==> config.mk <==
export PLATFORM = sky130hd
export DESIGN_NAME = sa_cache_flat
export DESIGN_NICKNAME = d
export VERILOG_FILES = /design/src/rtl/sa_cache_if.sv /design/src/rtl/sa_cache.sv /design/src/flat_wrapper.sv
export SDC_FILE = /design/constraint.sdc
export NUM_CORES = 1
export LEC_CHECK = 0
export BUFFER_PORTS_ARGS = -buffer_cell sky130_fd_sc_hd__buf_2
export CORE_AREA = 2 2 89 177
export CTS_CLUSTER_DIAMETER = 30
export CTS_CLUSTER_SIZE = 30
export DETAILED_ROUTE_END_ITERATION = 8
export DIE_AREA = 0 0 91 179
export PLACE_DENSITY_LB_ADDON = 0.15
export SYNTH_ARGS = -nofsm -noshare
export SYNTH_HDL_FRONTEND = slang
export SYNTH_SLANG_ARGS = --single-unit
==> constraint.sdc <==
create_clock -name clk -period 3.91 [get_ports clk]
set_input_delay 0.782 -clock clk [delete_from_list [all_inputs] [get_ports clk]]
set_output_delay 0.782 -clock clk [all_outputs]
set_load 0.01 [all_outputs]
==> src/rtl/sa_cache_if.sv <==
// Request/response and refill bus of the set-associative read cache.
// master: requester plus lower-level memory; slave: the cache itself.
interface sa_cache_if #(
    parameter int unsigned ADDR_LENGTH = 10,
    parameter int unsigned BLOCK_SIZE  = 32
);
    logic [ADDR_LENGTH-1:0] addr_in;
    logic                   req_in;
    logic [7:0]             data_out;
    logic                   req_out;
    logic                   miss_out;
    logic [ADDR_LENGTH-1:0] miss_addr;
    logic [BLOCK_SIZE-1:0]  data_in;
    logic                   miss_in;

    modport master (
        output addr_in, req_in, data_in, miss_in,
        input  data_out, req_out, miss_out, miss_addr
    );

    modport slave (
        input  addr_in, req_in, data_in, miss_in,
        output data_out, req_out, miss_out, miss_addr
    );
endinterface

==> src/rtl/sa_cache.sv <==
// N-way set-associative byte-read cache with fixed lookup latency and a
// miss/refill handshake to a block-wide lower level.
// Replacement: round-robin per set by default; define SA_CACHE_LRU_EN for true LRU.
module sa_cache #(
    parameter int unsigned SIZE        = 128,
    parameter int unsigned BLOCK_SIZE  = 32,
    parameter int unsigned WAYS        = 2,
    parameter int unsigned ADDR_LENGTH = 10,
    parameter int unsigned DELAY       = 4
) (
    input logic       clk,
    input logic       reset,
    sa_cache_if.slave bus
);
    localparam int unsigned SETS             = SIZE / BLOCK_SIZE / WAYS;
    localparam int unsigned BYTES            = BLOCK_SIZE / 8;
    localparam int unsigned BYTE_SELECT_SIZE = $clog2(BYTES);
    localparam int unsigned INDEX_SIZE       = $clog2(SETS);
    localparam int unsigned TAG_SIZE         = ADDR_LENGTH - BYTE_SELECT_SIZE - INDEX_SIZE;
    localparam int unsigned OFF_W            = (BYTE_SELECT_SIZE > 0) ? BYTE_SELECT_SIZE : 1;
    localparam int unsigned WAY_W            = (WAYS > 1) ? $clog2(WAYS) : 1;
    localparam int unsigned CNT_W            = $clog2(DELAY + 1);

    localparam logic [ADDR_LENGTH-1:0] BLK_MASK = {ADDR_LENGTH{1'b1}} << BYTE_SELECT_SIZE;
    localparam logic [CNT_W-1:0]       CNT_LAST = CNT_W'(DELAY - 1);
    localparam logic [WAY_W-1:0]       WAY_LAST = WAY_W'(WAYS - 1);

    typedef enum logic [1:0] {StIdle, StLookup, StMiss, StRespond} state_e;

    state_e                 state_q, state_d;
    logic [CNT_W-1:0]       cnt_q, cnt_d;
    logic [ADDR_LENGTH-1:0] addr_q, addr_d;
    logic [7:0]             data_q, data_d;
    logic [ADDR_LENGTH-1:0] maddr_q, maddr_d;

    logic [WAYS-1:0]       valid_q  [SETS];
    logic [TAG_SIZE-1:0]   tag_arr  [SETS][WAYS];
    logic [BLOCK_SIZE-1:0] line_arr [SETS][WAYS];

    logic [INDEX_SIZE-1:0] set_idx;
    logic [TAG_SIZE-1:0]   req_tag;
    logic [OFF_W-1:0]      byte_off;
    logic                  hit;
    logic [WAY_W-1:0]      hit_way;
    logic                  has_free;
    logic [WAY_W-1:0]      free_way;
    logic [WAY_W-1:0]      policy_way;
    logic [WAY_W-1:0]      victim;
    logic                  fill_en;

    assign set_idx  = addr_q[BYTE_SELECT_SIZE +: INDEX_SIZE];
    assign req_tag  = addr_q[ADDR_LENGTH-1 -: TAG_SIZE];
    assign byte_off = (BYTE_SELECT_SIZE > 0) ? addr_q[OFF_W-1:0] : '0;
    assign fill_en  = (state_q == StMiss) && bus.miss_in;
    assign victim   = has_free ? free_way : policy_way;

    function automatic logic [7:0] pick_byte(input logic [BLOCK_SIZE-1:0] line,
                                             input logic [OFF_W-1:0] off);
        return line[{off, 3'b000} +: 8];
    endfunction

    // Tag compare across the indexed set and lowest-index free way search
    always_comb begin
        hit      = 1'b0;
        hit_way  = '0;
        has_free = 1'b0;
        free_way = '0;
        for (int unsigned w = 0; w < WAYS; w++) begin
            if (valid_q[set_idx][w] && (tag_arr[set_idx][w] == req_tag)) begin
                hit     = 1'b1;
                hit_way = WAY_W'(w);
            end
        end
        for (int w = int'(WAYS) - 1; w >= 0; w--) begin
            if (!valid_q[set_idx][w]) begin
                has_free = 1'b1;
                free_way = WAY_W'(w);
            end
        end
    end

`ifdef SA_CACHE_LRU_EN
    logic [WAY_W-1:0] age_q [SETS][WAYS];
    logic             touch_en;
    logic [WAY_W-1:0] touch_way;
    logic [WAY_W-1:0] old_age;

    assign touch_en  = fill_en || ((state_q == StLookup) && (cnt_q == CNT_LAST) && hit);
    assign touch_way = fill_en ? victim : hit_way;

    // An invalid way being filled counts as the oldest, so ages stay a true
    // recency order even though they all start at zero.
    always_comb begin
        old_age    = valid_q[set_idx][touch_way] ? age_q[set_idx][touch_way] : WAY_LAST;
        policy_way = '0;
        for (int unsigned w = 0; w < WAYS; w++) begin
            if (age_q[set_idx][w] == WAY_LAST) begin
                policy_way = WAY_W'(w);
            end
        end
    end

    // Age update: touched way becomes youngest, younger ways age by one
    always_ff @(posedge clk or negedge reset) begin
        if (!reset) begin
            for (int unsigned s = 0; s < SETS; s++) begin
                for (int unsigned w = 0; w < WAYS; w++) begin
                    age_q[s][w] <= '0;
                end
            end
        end else if (touch_en) begin
            for (int unsigned w = 0; w < WAYS; w++) begin
                if (WAY_W'(w) == touch_way) begin
                    age_q[set_idx][w] <= '0;
                end else if (age_q[set_idx][w] < old_age) begin
                    age_q[set_idx][w] <= age_q[set_idx][w] + WAY_W'(1);
                end
            end
        end
    end
`else
    logic [WAY_W-1:0] ptr_q [SETS];

    assign policy_way = ptr_q[set_idx];

    // Round-robin pointer advances on every fill into its set
    always_ff @(posedge clk or negedge reset) begin
        if (!reset) begin
            for (int unsigned s = 0; s < SETS; s++) begin
                ptr_q[s] <= '0;
            end
        end else if (fill_en) begin
            ptr_q[set_idx] <= (ptr_q[set_idx] == WAY_LAST) ? '0 : ptr_q[set_idx] + WAY_W'(1);
        end
    end
`endif

    // Valid bits: cleared by reset, set by fills
    always_ff @(posedge clk or negedge reset) begin
        if (!reset) begin
            for (int unsigned s = 0; s < SETS; s++) begin
                valid_q[s] <= '0;
            end
        end else if (fill_en) begin
            valid_q[set_idx][victim] <= 1'b1;
        end
    end

    // Tag and line storage: written only on fill, never cleared
    always_ff @(posedge clk) begin
        if (fill_en) begin
            tag_arr[set_idx][victim]  <= req_tag;
            line_arr[set_idx][victim] <= bus.data_in;
        end
    end

    // Control state and response registers
    always_ff @(posedge clk or negedge reset) begin
        if (!reset) begin
            state_q <= StIdle;
            cnt_q   <= '0;
            addr_q  <= '0;
            data_q  <= 8'h00;
            maddr_q <= '0;
        end else begin
            state_q <= state_d;
            cnt_q   <= cnt_d;
            addr_q  <= addr_d;
            data_q  <= data_d;
            maddr_q <= maddr_d;
        end
    end

    // Next-state: accept, count down the lookup, refill, respond
    always_comb begin
        state_d = state_q;
        cnt_d   = cnt_q;
        addr_d  = addr_q;
        data_d  = data_q;
        maddr_d = maddr_q;
        unique case (state_q)
            StIdle, StRespond: begin
                state_d = StIdle;
                if (bus.req_in) begin
                    addr_d  = bus.addr_in;
                    cnt_d   = '0;
                    state_d = StLookup;
                end
            end
            StLookup: begin
                cnt_d = cnt_q + CNT_W'(1);
                if (cnt_q == CNT_LAST) begin
                    if (hit) begin
                        data_d  = pick_byte(line_arr[set_idx][hit_way], byte_off);
                        state_d = StRespond;
                    end else begin
                        maddr_d = addr_q & BLK_MASK;
                        state_d = StMiss;
                    end
                end
            end
            StMiss: begin
                if (bus.miss_in) begin
                    data_d  = pick_byte(bus.data_in, byte_off);
                    state_d = StRespond;
                end
            end
            default: state_d = StIdle;
        endcase
    end

    assign bus.req_out   = (state_q == StRespond);
    assign bus.miss_out  = (state_q == StMiss);
    assign bus.data_out  = data_q;
    assign bus.miss_addr = maddr_q;
endmodule

==> src/flat_wrapper.sv <==
// flat-port wrapper written by rule: the top's interface ports become plain ports
module sa_cache_flat 
#(
    parameter int unsigned SIZE        = 128,
    parameter int unsigned BLOCK_SIZE  = 32,
    parameter int unsigned WAYS        = 2,
    parameter int unsigned ADDR_LENGTH = 10,
    parameter int unsigned DELAY       = 4
)
  (clk, reset, bus_addr_in, bus_req_in, bus_data_in, bus_miss_in, bus_data_out, bus_req_out, bus_miss_out, bus_miss_addr);
  sa_cache_if #(.ADDR_LENGTH(ADDR_LENGTH), .BLOCK_SIZE(BLOCK_SIZE)) bus_i ();
  input logic clk;
  input logic reset;
  input wire logic [$bits(bus_i.addr_in)-1:0] bus_addr_in;
  input wire logic [$bits(bus_i.req_in)-1:0] bus_req_in;
  input wire logic [$bits(bus_i.data_in)-1:0] bus_data_in;
  input wire logic [$bits(bus_i.miss_in)-1:0] bus_miss_in;
  output wire logic [$bits(bus_i.data_out)-1:0] bus_data_out;
  output wire logic [$bits(bus_i.req_out)-1:0] bus_req_out;
  output wire logic [$bits(bus_i.miss_out)-1:0] bus_miss_out;
  output wire logic [$bits(bus_i.miss_addr)-1:0] bus_miss_addr;
  assign bus_i.addr_in = bus_addr_in;
  assign bus_i.req_in = bus_req_in;
  assign bus_i.data_in = bus_data_in;
  assign bus_i.miss_in = bus_miss_in;
  assign bus_data_out = bus_i.data_out;
  assign bus_req_out = bus_i.req_out;
  assign bus_miss_out = bus_i.miss_out;
  assign bus_miss_addr = bus_i.miss_addr;
  sa_cache #(.SIZE(SIZE), .BLOCK_SIZE(BLOCK_SIZE), .WAYS(WAYS), .ADDR_LENGTH(ADDR_LENGTH), .DELAY(DELAY)) u_core (.clk(clk), .reset(reset), .bus(bus_i));
endmodule
==> Implementation_results.wiki <==
{| class="wikitable"
! Metric !! Value
|-
| Run status || completed
|-
| Clock tree from TritonCTS || done
|-
| Tightest Pin Transition || 967.1 ps
|-
| Overall track demand over capacity in global routing || between 10% and 20%
|-
| Iter 0 DRT Violations || roughly 260
|-
| Post-route DRC || 0
|-
| Via count of the routed design || around 4000
|-
| Max-slew violations || 0
|-
| DIE AREA || between 15000 and 20000 um2
|-
| Die Height || 179 um
|-
| Worst Setup Start Kind || flop
|-
| Area of combinational cells with multiple inputs || approximately 2000 um2
|-
| Class of the most critical hold timing path || reg2reg
|-
| Hold-fix buffers, CTS || 0
|-
| Count of nets after finishing || about 540
|-
| Type of the worst setup path || reg2reg
|-
| Worst-case headroom to the max-slew limit || between 30% and 40%
|-
| Number of distinct library cells after synthesis || 43
|-
| Placer's final routability congestion estimate || 0.7269
|-
| Static Leakage || ~3.2 nW
|-
| Most common flop cell mapped by yosys || sky130_fd_sc_hd__edfxtp_1
|-
| Utilization after layout || between 50% and 60%
|-
| Required @ worst endpoint || between 4000 and 5000 ps
|-
| Count of mapped cells out of synthesis || around 420
|-
| Yosys warns || 0
|-
| Growth of design area from synthesis to finish || 14.41%
|-
| Total detailed-routing wirelength || 14.71 mm
|-
| Kind of capture point of the worst setup path || flop
|-
| Clock period minus final worst setup slack || 3206 ps
|-
| Clock input transition at the sequential cells of the worst setup and hold paths || about 70 ps
|-
| First-pass GRT wire length || between 20 and 25 mm
|-
| Worst-case clock buffer depth || 2
|-
| Initial antenna violation count || 0
|-
| Clk sinks || 193
|-
| Setup bufs post-CTS || 0
|-
| Die width || about 90 um
|-
| Number of fill cells || 1221
|-
| Data arrival time at the worst-slack endpoint || between 3000 and 4000 ps
|-
| Worst setup skew after layout || between 8 and 9 ps
|-
| Avg Cell Area, Syn || about 18 um2
|-
| Number of setup violations in the final report || 0
|-
| Register cell area after layout || between 5000 and 6000 um2
|-
| Post-place instance area || ~8300 um2
|-
| Clock network latency to the later pin of the worst-skew pair || approximately 430 ps
|-
| Post-Route Setup TNS || 0 ps
|-
| Root Buffer Master || sky130_fd_sc_hd__clkbuf_16
|-
| Portion of the clock cycle consumed by the worst path in the final layout || 82.00%
|-
| Proportion of synthesized chip area in sequential cells || between 70% and 80%
|-
| Fraction of layout cells with a size suffix above 1 || approximately 33%
|-
| Top-level port count || 66
|-
| Netlist area before placement || about 7800 um2
|-
| Drt via density || 5.620
|-
| Worst hold path depth || 2
|-
| Timing-limited maximum frequency || roughly 0.31 GHz
|-
| Vias in the first global route || ~4000
|-
| Pwr Density || 708.4 nW/um2
|-
| Drt pass-1 iters || 5
|-
| TritonCTS buffer count || 17
|-
| Post-detailed-placement half-perimeter wirelength || about 8.9 mm
|-
| Wire per inst || about 21 um
|-
| Pin count of the biggest net entering global routing || 38
|-
| Worst VDD drop || ~0.44 mV
|-
| Clock H-tree levels || 4
|-
| Post-CTS sizing || 0
|-
| Pre-CTS setup slack || roughly 670 ps
|-
| Setup repair after global routing missed its margin || false
|-
| Remaining global-route overflow || 0
|-
| Async SR Flop Fraction || about a fifth
|-
| PortBufs || 63
|-
| Final hold vios || 0
|-
| Standard cell core area || about 15000 um2
|-
| Final critical-path setup slack || 703.9 ps
|-
| Crit path max fanout || 25
|-
| Standard-cell row count || 64
|-
| Final non-filler cell area || just under 9000 um2
|-
| Depth of the worst register-to-register path || 8
|-
| Flip-flop and latch count after synthesis || slightly below 200
|-
| EDFF count, synth || about 160
|-
| Antenna Diode Count || 0
|-
| Max Cap Violations || 0
|-
| Post-detailed-route count of antenna-violating nets || 0
|-
| Starting density of the core || 51.69%
|}
power by group:
part / internal, W / switching [W] / leakage (nW)
clock network: 0.000855 / 0.000812 / 0.283
logic: 0.000813 / 0.000916 / 1.04
registers: 0.00262 / 0.000287 / 1.86
critical path, cell delays in order, from the launching register on:
cell                      delay (ps)
sky130_fd_sc_hd__dfrtp_2         430
sky130_fd_sc_hd__buf_4           410
sky130_fd_sc_hd__mux2i_1         310
sky130_fd_sc_hd__xor2_1          200
sky130_fd_sc_hd__nand4_1         140
sky130_fd_sc_hd__nor4_1          550
sky130_fd_sc_hd__o21ai_1         120
sky130_fd_sc_hd__a21o_1          420
sky130_fd_sc_hd__o41ai_1         490
Yosys cell counts, types with 2 or more instances:
master	number	area, um2
sky130_fd_sc_hd__buf_2	4	20.02
sky130_fd_sc_hd__mux2i_1	16	160.2
sky130_fd_sc_hd__a32o_1	2	20.02
sky130_fd_sc_hd__buf_6	4	45.04
sky130_fd_sc_hd__buf_4	5	37.54
sky130_fd_sc_hd__edfxtp_1	156	4684
sky130_fd_sc_hd__clkbuf_1	9	33.78
sky130_fd_sc_hd__mux4_2	37	833.3
sky130_fd_sc_hd__inv_1	8	30.03
sky130_fd_sc_hd__nor2_1	17	63.81
sky130_fd_sc_hd__ha_1	5	62.56
sky130_fd_sc_hd__xnor2_1	10	87.58
sky130_fd_sc_hd__o41ai_1	4	35.03
sky130_fd_sc_hd__o21ai_1	2	10.01
sky130_fd_sc_hd__nand3_1	5	25.02
sky130_fd_sc_hd__nand2b_1	3	18.77
sky130_fd_sc_hd__o21ai_0	9	45.04
sky130_fd_sc_hd__nor3_1	2	10.01
sky130_fd_sc_hd__mux2_2	18	202.7
sky130_fd_sc_hd__o22ai_1	12	75.07
sky130_fd_sc_hd__dfrtp_1	37	925.9
sky130_fd_sc_hd__xor2_1	8	70.07
sky130_fd_sc_hd__or3_1	4	25.02
sky130_fd_sc_hd__nor4_1	2	12.51
sky130_fd_sc_hd__a211oi_1	2	15.01
sky130_fd_sc_hd__nor2b_1	6	37.54
sky130_fd_sc_hd__nand2_1	18	67.56
cell usage in the layout, fill, tap and decap left out, types with 3 or more instances in the layout:
| cell type | instances |
|---|---|
| sky130_fd_sc_hd__mux4_2 | 37 |
| sky130_fd_sc_hd__nand3_1 | 5 |
| sky130_fd_sc_hd__clkbuf_16 | 17 |
| sky130_fd_sc_hd__inv_1 | 8 |
| sky130_fd_sc_hd__buf_4 | 10 |
| sky130_fd_sc_hd__or3_1 | 4 |
| sky130_fd_sc_hd__nand2_1 | 18 |
| sky130_fd_sc_hd__o21ai_0 | 9 |
| sky130_fd_sc_hd__xor2_1 | 8 |
| sky130_fd_sc_hd__inv_8 | 3 |
| sky130_fd_sc_hd__inv_6 | 4 |
| sky130_fd_sc_hd__nor2b_1 | 4 |
| sky130_fd_sc_hd__nor2_1 | 15 |
| sky130_fd_sc_hd__o22ai_1 | 12 |
| sky130_fd_sc_hd__mux2_2 | 18 |
| sky130_fd_sc_hd__buf_2 | 63 |
| sky130_fd_sc_hd__xnor2_1 | 10 |
| sky130_fd_sc_hd__mux2i_1 | 16 |
| sky130_fd_sc_hd__clkinv_8 | 4 |
| sky130_fd_sc_hd__edfxtp_1 | 156 |
| sky130_fd_sc_hd__o41ai_1 | 4 |
| sky130_fd_sc_hd__ha_1 | 5 |
| sky130_fd_sc_hd__nand2b_1 | 3 |
| sky130_fd_sc_hd__dfrtp_1 | 36 |
cells by family after synthesis:
logic type,synth area share (%)
flops,72.10
xor+xnor,2.026
other cells,0.04819
mux,15.37
compound gates,3.843
simple gates,3.618
buf+inv,2.187
fa+ha+maj,0.8040
stage by stage:
step           power [W]  hold slack, ps  std cells
3_5_place_dp    0.004708           460.1        670
2_1_floorplan   0.004172           435.9        422
6_report        0.006307           477.6        702
5_1_grt         0.006625           488.3        702
3_3_place_gp    0.004679           460.3        670
4_1_cts         0.006374           478.0        702
layer usage:
metal	global-route usage (%)	share of wire, %	wire (um)
met1	24.64	41	6005
met5	0	0	0
met2	33.02	53	7754
met3	3.321	4.5	667
met4	7.828	1.9	279
registers in the layout, summed over array words and instances, names as in the netlist:
name                  count
u_core.addr_q            10
u_core.bus.data_out       8
u_core.bus.miss_addr      8
u_core.cnt_q              3
u_core.line_arr         128
u_core.ptr_q              2
u_core.state_q            2
u_core.tag_arr           28
u_core.valid_q            4
worst paths after layout:
kind | from | to | slack (ps)
worst max register to register | u_core.addr_q[2] | u_core.bus.data_out[2] | 700
worst min register to register | u_core.cnt_q[2] | u_core.cnt_q[2] | 480
worst max-delay path | u_core.addr_q[2] | u_core.bus.data_out[2] | 700
worst min-delay path | u_core.cnt_q[2] | u_core.cnt_q[2] | 480
max in group asynchronous | reset | u_core.addr_q[2] | 2740
min in group asynchronous | reset | u_core.addr_q[0] | 520
final cells by class:
cell class / count / area share (%)
clock inverter: 15 / 1.827
sequential: 193 / 63.04
inverter: 8 / 0.3373
timing repair buffer: 73 / 4.385
clock buffer: 17 / 4.779
multi-input combinational: 198 / 22.85
tap: 198 / 2.783
Note: power is estimated with default switching activity, not from simulation.
